<file path="src/rtl/mmio_uart_hub.sv">
// mmio_uart_hub: decodes NCHAN serial channels at BASE_ADDR (DATA at even,
// STATUS at odd offsets) and passes every other access through to RAM.
// Each channel owns an RX FIFO, a TX holding register and sticky error flags.

// One serial channel: RX FIFO, TX holding register, overrun/drop flags.
module mmio_uart_chan #(
    parameter int DEPTH = 8
) (
    input  logic        clk,
    input  logic        rst,
    input  logic        rd_data,
    input  logic        rd_stat,
    input  logic        wr_data,
    input  logic [7:0]  wdata,
    input  logic [7:0]  rx_byte,
    input  logic        rx_vld,
    input  logic        tx_rdy,
    output logic [7:0]  tx_byte,
    output logic        tx_vld,
    output logic [15:0] data_val,
    output logic [15:0] stat_val
);
    localparam int PW = $clog2(DEPTH);

    logic [DEPTH-1:0][7:0] mem;
    logic [PW-1:0]         wr_ptr, rd_ptr;
    logic [PW:0]           count;
    logic                  ovr, drop;
    logic                  empty, full, pop, push, wr_ok;

    assign empty = (count == '0);
    assign full  = (count == (PW+1)'(DEPTH));
    assign pop   = rd_data & ~empty;
    // A full FIFO still takes a byte when the same edge frees a slot.
    assign push  = rx_vld & (~full | pop);
    // The holding register is free if empty or being drained this edge.
    assign wr_ok = wr_data & (~tx_vld | tx_rdy);

    // FIFO pointers and occupancy.
    always_ff @(posedge clk or negedge rst) begin
        if (!rst) begin
            wr_ptr <= '0;
            rd_ptr <= '0;
            count  <= '0;
        end else begin
            if (push) wr_ptr <= wr_ptr + 1'b1;
            if (pop)  rd_ptr <= rd_ptr + 1'b1;
            case ({push, pop})
                2'b10:   count <= count + 1'b1;
                2'b01:   count <= count - 1'b1;
                default: count <= count;
            endcase
        end
    end

    // FIFO storage; contents are don't-care while count is zero.
    always_ff @(posedge clk) begin
        if (push) mem[wr_ptr] <= rx_byte;
    end

    // Sticky flags; a new event on the clearing edge wins so it is not lost.
    always_ff @(posedge clk or negedge rst) begin
        if (!rst) begin
            ovr  <= 1'b0;
            drop <= 1'b0;
        end else begin
            if (rx_vld & full & ~pop)  ovr <= 1'b1;
            else if (rd_stat)          ovr <= 1'b0;
            if (wr_data & ~wr_ok)      drop <= 1'b1;
            else if (rd_stat)          drop <= 1'b0;
        end
    end

    // TX holding register with valid/ready handshake.
    always_ff @(posedge clk or negedge rst) begin
        if (!rst) begin
            tx_byte <= '0;
            tx_vld  <= 1'b0;
        end else if (wr_ok) begin
            tx_byte <= wdata;
            tx_vld  <= 1'b1;
        end else if (tx_rdy) begin
            tx_vld  <= 1'b0;
        end
    end

    // CPU-visible DATA and STATUS words.
    always_comb begin
        data_val = empty ? 16'h0000 : {8'h00, mem[rd_ptr]};
        stat_val = {8'(count), 4'b0000, drop, ovr, ~empty, ~tx_vld};
    end
endmodule

// Address decode, RAM pass-through and channel array.
module mmio_uart_hub #(
    parameter int          NCHAN      = 2,
    parameter int          FIFO_DEPTH = 8,
    parameter logic [15:0] BASE_ADDR  = 16'hBF00
) (
    input  logic                 clk,
    input  logic                 rst,
    input  logic [1:0]           mem_rw,
    input  logic [15:0]          cpu_addr,
    input  logic [15:0]          cpu_wdata,
    output logic [15:0]          cpu_rdata,
    output logic [15:0]          ram_addr,
    input  logic [15:0]          ram_rdata,
    output logic                 ram_we,
    input  logic [NCHAN*8-1:0]   rx_data,
    input  logic [NCHAN-1:0]     rx_valid,
    output logic [NCHAN*8-1:0]   tx_data,
    output logic [NCHAN-1:0]     tx_valid,
    input  logic [NCHAN-1:0]     tx_ready
);
    localparam logic [15:0] SPAN = 16'(2 * NCHAN);

    logic [15:0]                 off;
    logic                        hit, is_rd, is_wr;
    logic [NCHAN-1:0]            sel;
    logic [NCHAN-1:0][15:0]      data_v, stat_v;
    logic                        unused_hi;

    // Offsets below BASE_ADDR wrap to large values and fall outside SPAN.
    assign off       = cpu_addr - BASE_ADDR;
    assign hit       = (off < SPAN);
    assign is_rd     = (mem_rw == 2'b01);
    assign is_wr     = (mem_rw == 2'b10);
    assign ram_addr  = cpu_addr;
    assign ram_we    = is_wr & ~hit;
    assign unused_hi = ^cpu_wdata[15:8];

    for (genvar k = 0; k < NCHAN; k++) begin : g_chan
        assign sel[k] = hit && (off[15:1] == 15'(k));

        mmio_uart_chan #(.DEPTH(FIFO_DEPTH)) u_chan (
            .clk      (clk),
            .rst      (rst),
            .rd_data  (sel[k] & is_rd & ~off[0]),
            .rd_stat  (sel[k] & is_rd &  off[0]),
            .wr_data  (sel[k] & is_wr & ~off[0]),
            .wdata    (cpu_wdata[7:0]),
            .rx_byte  (rx_data[8*k +: 8]),
            .rx_vld   (rx_valid[k]),
            .tx_rdy   (tx_ready[k]),
            .tx_byte  (tx_data[8*k +: 8]),
            .tx_vld   (tx_valid[k]),
            .data_val (data_v[k]),
            .stat_val (stat_v[k])
        );
    end

    // Read mux: RAM unless a channel slot is addressed.
    always_comb begin
        cpu_rdata = ram_rdata;
        for (int k = 0; k < NCHAN; k++) begin
            if (sel[k]) cpu_rdata = off[0] ? stat_v[k] : data_v[k];
        end
    end
endmodule

</file>
<file path="config.mk">
export PLATFORM = sky130hd
export DESIGN_NAME = mmio_uart_hub
export DESIGN_NICKNAME = d
export VERILOG_FILES = /design/src/rtl/mmio_uart_hub.sv
export SDC_FILE = /design/constraint.sdc
export NUM_CORES = 1
export LEC_CHECK = 0
export ABC_AREA = 1
export CAP_MARGIN = 10
export CORE_MARGIN = 4
export CORE_UTILIZATION = 34
export DETAILED_ROUTE_END_ITERATION = 10
export PLACE_DENSITY = 0.58
export RECOVER_POWER = 100
export SKIP_LAST_GASP = 1
export SYNTH_ARGS = -nofsm -noshare
export SYNTH_HDL_FRONTEND = slang
export SYNTH_SLANG_ARGS = --single-unit
</file>
<file path="constraint.sdc">
create_clock -name clk -period 2.6 [get_ports clk]
set_input_delay 0.52 -clock clk [delete_from_list [all_inputs] [get_ports clk]]
set_output_delay 0.52 -clock clk [all_outputs]
set_load 0.02 [all_outputs]
</file>
======== Yosys cells after proc, flatten, opt, wreduce, memory -nomap -nowiden ========
Index checks and enable logic that the tools add are counted.
word-level totals
  memories ................................ 0
  bits in latches ......................... 0
  bits in read-only memories .............. 0
  output and inout bits ................... 51
  memory bits (writable) .................. 0
  logic and storage cells ................. 137
  register bits ........................... 170
cells by class
  multiply operators ...................... 0
  order comparisons ....................... 7
  equal/unequal tests ..................... 9
  bitwise logic cells ..................... 39
  mux-type cells .......................... 28
  $add $sub $neg .......................... 9
  div/mod/pow operators ................... 0
  reductions and logical operators ........ 15
  shifts and indexed selects .............. 0
operators with widths
  operator                  count
  $bwmux W64                2
  $mux W16                  4
  $bmux W8 S3               2
  $demux W8 S3              2
  $mux W8                   6
  $and A1 B1 Y1             23
  $lt A16 B3 Y1 const B     1
  $lt A3 B4 Y1 const B      4
  $pmux W4 S2               2
  $reduce_bool A2 Y1        8
  $sub A16 B16 Y16 const B  1
  $eq A15 B1 Y1 const B     1
  $logic_not A15 Y1         1
  $add A3 B1 Y3 const B     4
  $not A1 Y1                12
  $mux W1                   10
  $add A4 B1 Y4 const B     2
  $eq A4 B4 Y1 const B      2
  $logic_not A4 Y1          2
  $sub A4 B1 Y4 const B     2
  $eq A2 B1 Y1 const B      3
  $eq A2 B2 Y1 const B      3
  $ge A3 B1 Y1 const B      2
  $logic_and A1 B1 Y1       4
  $or A1 B1 Y1              4

======== Longest topological paths before layout ========
  word-level depth ........................ 10
  gate-level depth with buffers ........... 19

======== By module ========
From an unflattened synthesis, not the netlist that was laid out.
unflattened totals
  cell total of the unflattened synthesis .. 902
  area total of the unflattened synthesis .. 8917.3 µm²
modules (own cells, without submodules)
  module                              cells an instance  seq. area each (µm²)  times used  area each (µm²)
  mmio_uart_chan at g_chan[1].u_chan  314                2447.3                1           3757.4
  mmio_uart_chan at g_chan[0].u_chan  315                2447.3                1           3737.3
  mmio_uart_hub                       273                0.0                   1           1422.6

======== Worst setup path before layout ========
Ideal clock, no wire load.
  path type ............................... input port to flip-flop
  start point ............................. in cpu_addr[8]
  end point ............................... reg g_chan[1].u_chan.count[2]
  arrival time ............................ 2.801 ns
  cell stages on the path ................. 19
  setup slack ............................. -0.278 ns
  library setup time ...................... 0.077 ns
  cells stage by stage .................... ha_1 > inv_1 > nand2_1 > nand2_1 > nand2_1 > nor2_1 > nand3_1 > nor2_4 > nand4_1 > o21bai_2 > nand2_2 > ha_1 > nand2_1 > inv_1 > nor2_1 > ha_1 > a21oi_1 > or2_2 > a21oi_1
between the ends
  cells in the longest elaborated chain, start to end .. 10
  elaborated cells on any way between the ends .. 13
  classes of those cells .................. add/sub: 1; order compare: 1; eq/ne: 3; mux: 1; bitwise: 5; reduce/logical: 2
ends and longest elaborated chain
  what                                                      line      text
  start: declaration                                        103       input logic [15:0] cpu_addr,
  $sub A16 B16 Y16 *                                        124       assign off = cpu_addr - BASE_ADDR;
  $lt A16 B3 Y1 / $eq A15 B1 Y1 (equally long branches)     125, 133
  $logic_and A1 B1 Y1 *                                     133       assign sel[k] = hit && (off[15:1] == 15'(k));
  $and A1 B1 Y1 * (2 in a row)                              138       .rd_data (sel[k] & is_rd & ~off[0]),
  $and A1 B1 Y1 *                                           33        assign pop = rd_data & ~empty;
  $or A1 B1 Y1                                              35        assign push = rx_vld & (~full | pop);
  $and A1 B1 Y1                                             35
  $eq A2 B1 Y1 / $eq A2 B2 Y1 (equally long branches)       48        case ({push, pop})
  $pmux W4 S2 / $reduce_bool A2 Y1 (equally long branches)  --
  end signal: assignment                                    49        2'b10: count <= count + 1'b1;
  end signal: assignment                                    50        2'b01: count <= count - 1'b1;
  end signal: assignment                                    51        default: count <= count;
  end: declaration                                          27        logic [PW:0] count;
Every way passes the cells marked *; elsewhere a longest branch is shown, timed or not.
A chain may end at the register's enable or synchronous reset.

======== Final worst setup path ========
  start point ............................. in cpu_addr[8]
  end point ............................... out cpu_rdata[2]
between the ends
  cells in the longest elaborated chain, start to end .. 5
  elaborated cells on any way between the ends .. 8
  classes of those cells .................. add/sub: 1; order compare: 1; eq/ne: 1; mux: 2; reduce/logical: 3
ends and longest elaborated chain
  what                                                       line      text
  $sub A16 B16 Y16 *                                         124
  $lt A16 B3 Y1 / $logic_not A15 Y1 (equally long branches)  125, 133
  $logic_and A1 B1 Y1                                        133
  $mux W16                                                   156       if (sel[k]) cpu_rdata = off[0] ? stat_v[k] : data_v[k];
  $mux W16 *                                                 156
  end: declaration                                           105       output logic [15:0] cpu_rdata,
Marked as above.

==> metrics.md <==
| Metric | Value |
|---|---|
| Sink Count | 170 |
| Fmax | 361 MHz |
| Cells after synthesis | 743 |
| Worst-path clk slew | 70 ps |
| Area of the multi-input gates | 2650 um^2 |
| Final Critical Period | 2770 ps |
| Worst Skew | 9.83 ps |
| DPL Wire Length | 14.4 mm |
| Setup crit start kind | input pin |
| Vias post-DR | 5944 |
| Pin count of the biggest net entering global routing | 43 |
| Routability cong. | 0.828 |
| Hold Crit Class | reg2reg |
| CP arrival | 2250 ps |
| GR Util All Layers | 0.158 |
| YS warnings | 0 |
| Initial antenna violation count | 0 |
| Root cell of the clock tree | clkbuf_16 |
| Final Non-Filler Cells | 1223 |
| Final Cycle Share | 1.07 |
| Final max-slew violation count | 43 |
| DIE HEIGHT | 160 um |
| Final Instance Area | 10600 um^2 |
| Max-Cap Viols | 1 |
| Max Root-Sink Buffers | 2 |
| NumNets Final | 1009 |
| Ranking of synthesized cells by area | edfxtp_1, dfrtp_1, nand2_1, nor2_1, o21ai_0 |
| Dpl cells | 1186 |
| Number of antenna-violating nets in the routed design | 0 |
| H-tree depth | 4 |
| Grt total ovfl | 0 |
| Post-Syn Nets | 827 |
| Hold Violations, Final | 0 |
| Flop and latch count out of synthesis | 170 |
| Clock insertion delay at the later pin of the skew report | 430 ps |
| Core area | 22600 um^2 |
| Layout cells sized above 1 | 0.243 |
| Worst-path fanout max | 6 |
| Violated checks | max-capacitance violations, max-slew violations, negative setup slack |
| Pwr Density | 702 nW/um^2 |
| Worst setup path class | in2out |
| Number of enable flip-flop cells after synthesis | 128 |
| Worst Tran Pin Value | 2010 ps |
| Critical R2R Launch | g_chan[1].u_chan.count[0] |
| Core Rows | 55 |
| Drt drc | 0 |
| Setup crit end kind | primary output |
| First-pass GRT wire length | 31.7 mm |
| Sequential cell area | 4890 um^2 |
| Area growth syn-to-layout | 35.7% |
| CTS tree | done |
| Hold_buf cts | 0 |
| DR WL/cell | 16.3 um |
| DR iter-0 viols | 372 |
| Post-Route WL | 20.0 mm |
| Sequential fraction of the synthesis area | 0.625 |
| Cell area after synthesis | 7830 um^2 |
| Slew HR | -0.340 |
| Yosys top cell area share | 0.491 |
| I/O Buffers | 114 |
| Peak supply drop | 0.000524 V |
| Synth area leader | edfxtp_1 |
| I/O pins | 123 |
| Reg-to-reg slack, setup | 90 ps |
| Area after DPL | 9870 um^2 |
| RSZ-0062 raised after global routing | yes |
| Critical path launch point | cpu_addr[8] |
| Num CTS Buffers | 17 |
| Syn avg cell area | 10.5 um^2 |
| Die Width | 160 um |
| Total die area | 25500 um^2 |
| Fill cells | 2069 |
| Util after Layout | 0.469 |
| Most instantiated cells after synthesis | edfxtp_1, nand2_1, nor2_1 |
| Final setup viols | 12 |
| Worst EP required | 2080 ps |
| First-pass iteration count of the detailed router | 5 |
| Final Worst Setup Slack | -169 ps |
| Leak Pwr | 4.22 nW |
| Status | finished with violations |
| Primary FF master, synth | edfxtp_1 |
| Vias/cell | 4.86 |
| Hold path start | g_chan[0].u_chan.tx_byte[6] |
| Ant diodes | 0 |
| Synth cell types | 35 |
| Count leader, synth | edfxtp_1 |
| DP Worst Slack | -1080 ps |
| Vias in the first global route | 5665 |
| Asr flop ratio synth | 0.247 |
| Starting Density | 0.346 |
[worst max-delay path, stage by stage]
cell and delay [ps]:
buf_8 110, ha_4 170, inv_2 40, nand2_1 40
nand2_1 50, nand2_1 50, nor2_2 90, nand3_2 90
nor2_4 140, nand2_4 90, nor2_4 170, buf_12 140
nand3_1 80, o211ai_1 120, nand2_1 160, buf_6 170
[layout make-up]
class                      instances  area share
clock buffer                      17      0.0400
clock inverter                    15      0.0133
inverter                          62      0.0220
multi-input combinational        464       0.249
sequential                       170       0.461
tap                              285      0.0336
timing repair buffer             210       0.181
[cells in the final DEF (no fill, tap or decap), drive strengths merged, types with 6 or more instances in the layout]
master	n
a21oi	6
buf	115
clkbuf	22
clkdlybuf4s50	53
clkinv	8
dfrtp	42
dlygate4sd3	28
edfxtp	128
ha	12
inv	65
nand2	128
nand3	46
nor2	107
o211ai	24
o21ai	83
o221ai	10
o22ai	14
xor2	8
[routing by layer]
layer  wire length (um)  part of all wire  GRT usage
met5                  0                 0          0
met4                420             0.021     0.0576
met3                907             0.045     0.0276
met2               9580              0.48      0.250
met1               9080              0.45      0.218
[flip-flops by register name, summed over array words and instances (netlist names)]
register / flops
g_chan.u_chan.wr_ptr: 6
g_chan.u_chan.rd_ptr: 6
g_chan.u_chan.tx_byte: 16
g_chan.u_chan.drop: 2
g_chan.u_chan.count: 8
g_chan.u_chan.mem: 128
g_chan.u_chan.tx_vld: 2
g_chan.u_chan.ovr: 2
[kinds of logic (layout without fill, tap and decap cells)]
| group | after synthesis | in the layout | share of synthesized area |
|---|---|---|---|
| and+or+nand+nor | 292 | 292 | 0.158 |
| DFF | 170 | 170 | 0.625 |
| AOI/OAI and AO/OA | 148 | 148 | 0.120 |
| buffers and inverters | 109 | 304 | 0.0639 |
| adders and majority gates | 12 | 12 | 0.0192 |
| xor gates and xnor gates | 12 | 12 | 0.0134 |
[power by group]
part | switching [mW] | internal (mW) | leakage [nW]
clock network | 1.14 | 1.26 | 0.267
logic | 0.865 | 0.672 | 2.26
registers | 0.188 | 3.33 | 1.69
[final timing paths]
path                                                     to  cells past startpoint
worst max register to register    g_chan[1].u_chan.count[3]                     15
worst min-delay path            g_chan[0].u_chan.tx_byte[6]                      2
worst min register to register  g_chan[0].u_chan.tx_byte[6]                      2
worst max-delay path                           cpu_rdata[2]                     16
min in group asynchronous       g_chan[0].u_chan.tx_byte[2]                      2
max in group asynchronous        g_chan[0].u_chan.rd_ptr[1]                      2
[repair_timing]
action | CTS | global route
resized for setup | 145 | 34
hold endpoints to repair | 0 | 0
buffers inserted | 4 | 2
endpoints found under the setup margin | 154 | 22
gates cloned | 1 | 0
pin swaps | 30 | 30
[metrics by stage]
| stage | hold slack (ps) | total power, mW | TNS [ps] |
|---|---|---|---|
| 2_1_floorplan | 224 | 4.32 | -361 |
| 3_3_place_gp | 467 | 5.01 | -117570 |
| 3_5_place_dp | 468 | 5.03 | -123510 |
| 4_1_cts | 62.1 | 7.45 | -1200 |
| 5_1_grt | 506 | 7.83 | -2840 |
| 6_report | 476 | 7.46 | -738 |
No activity file was read; power rests on OpenSTA's default activity.
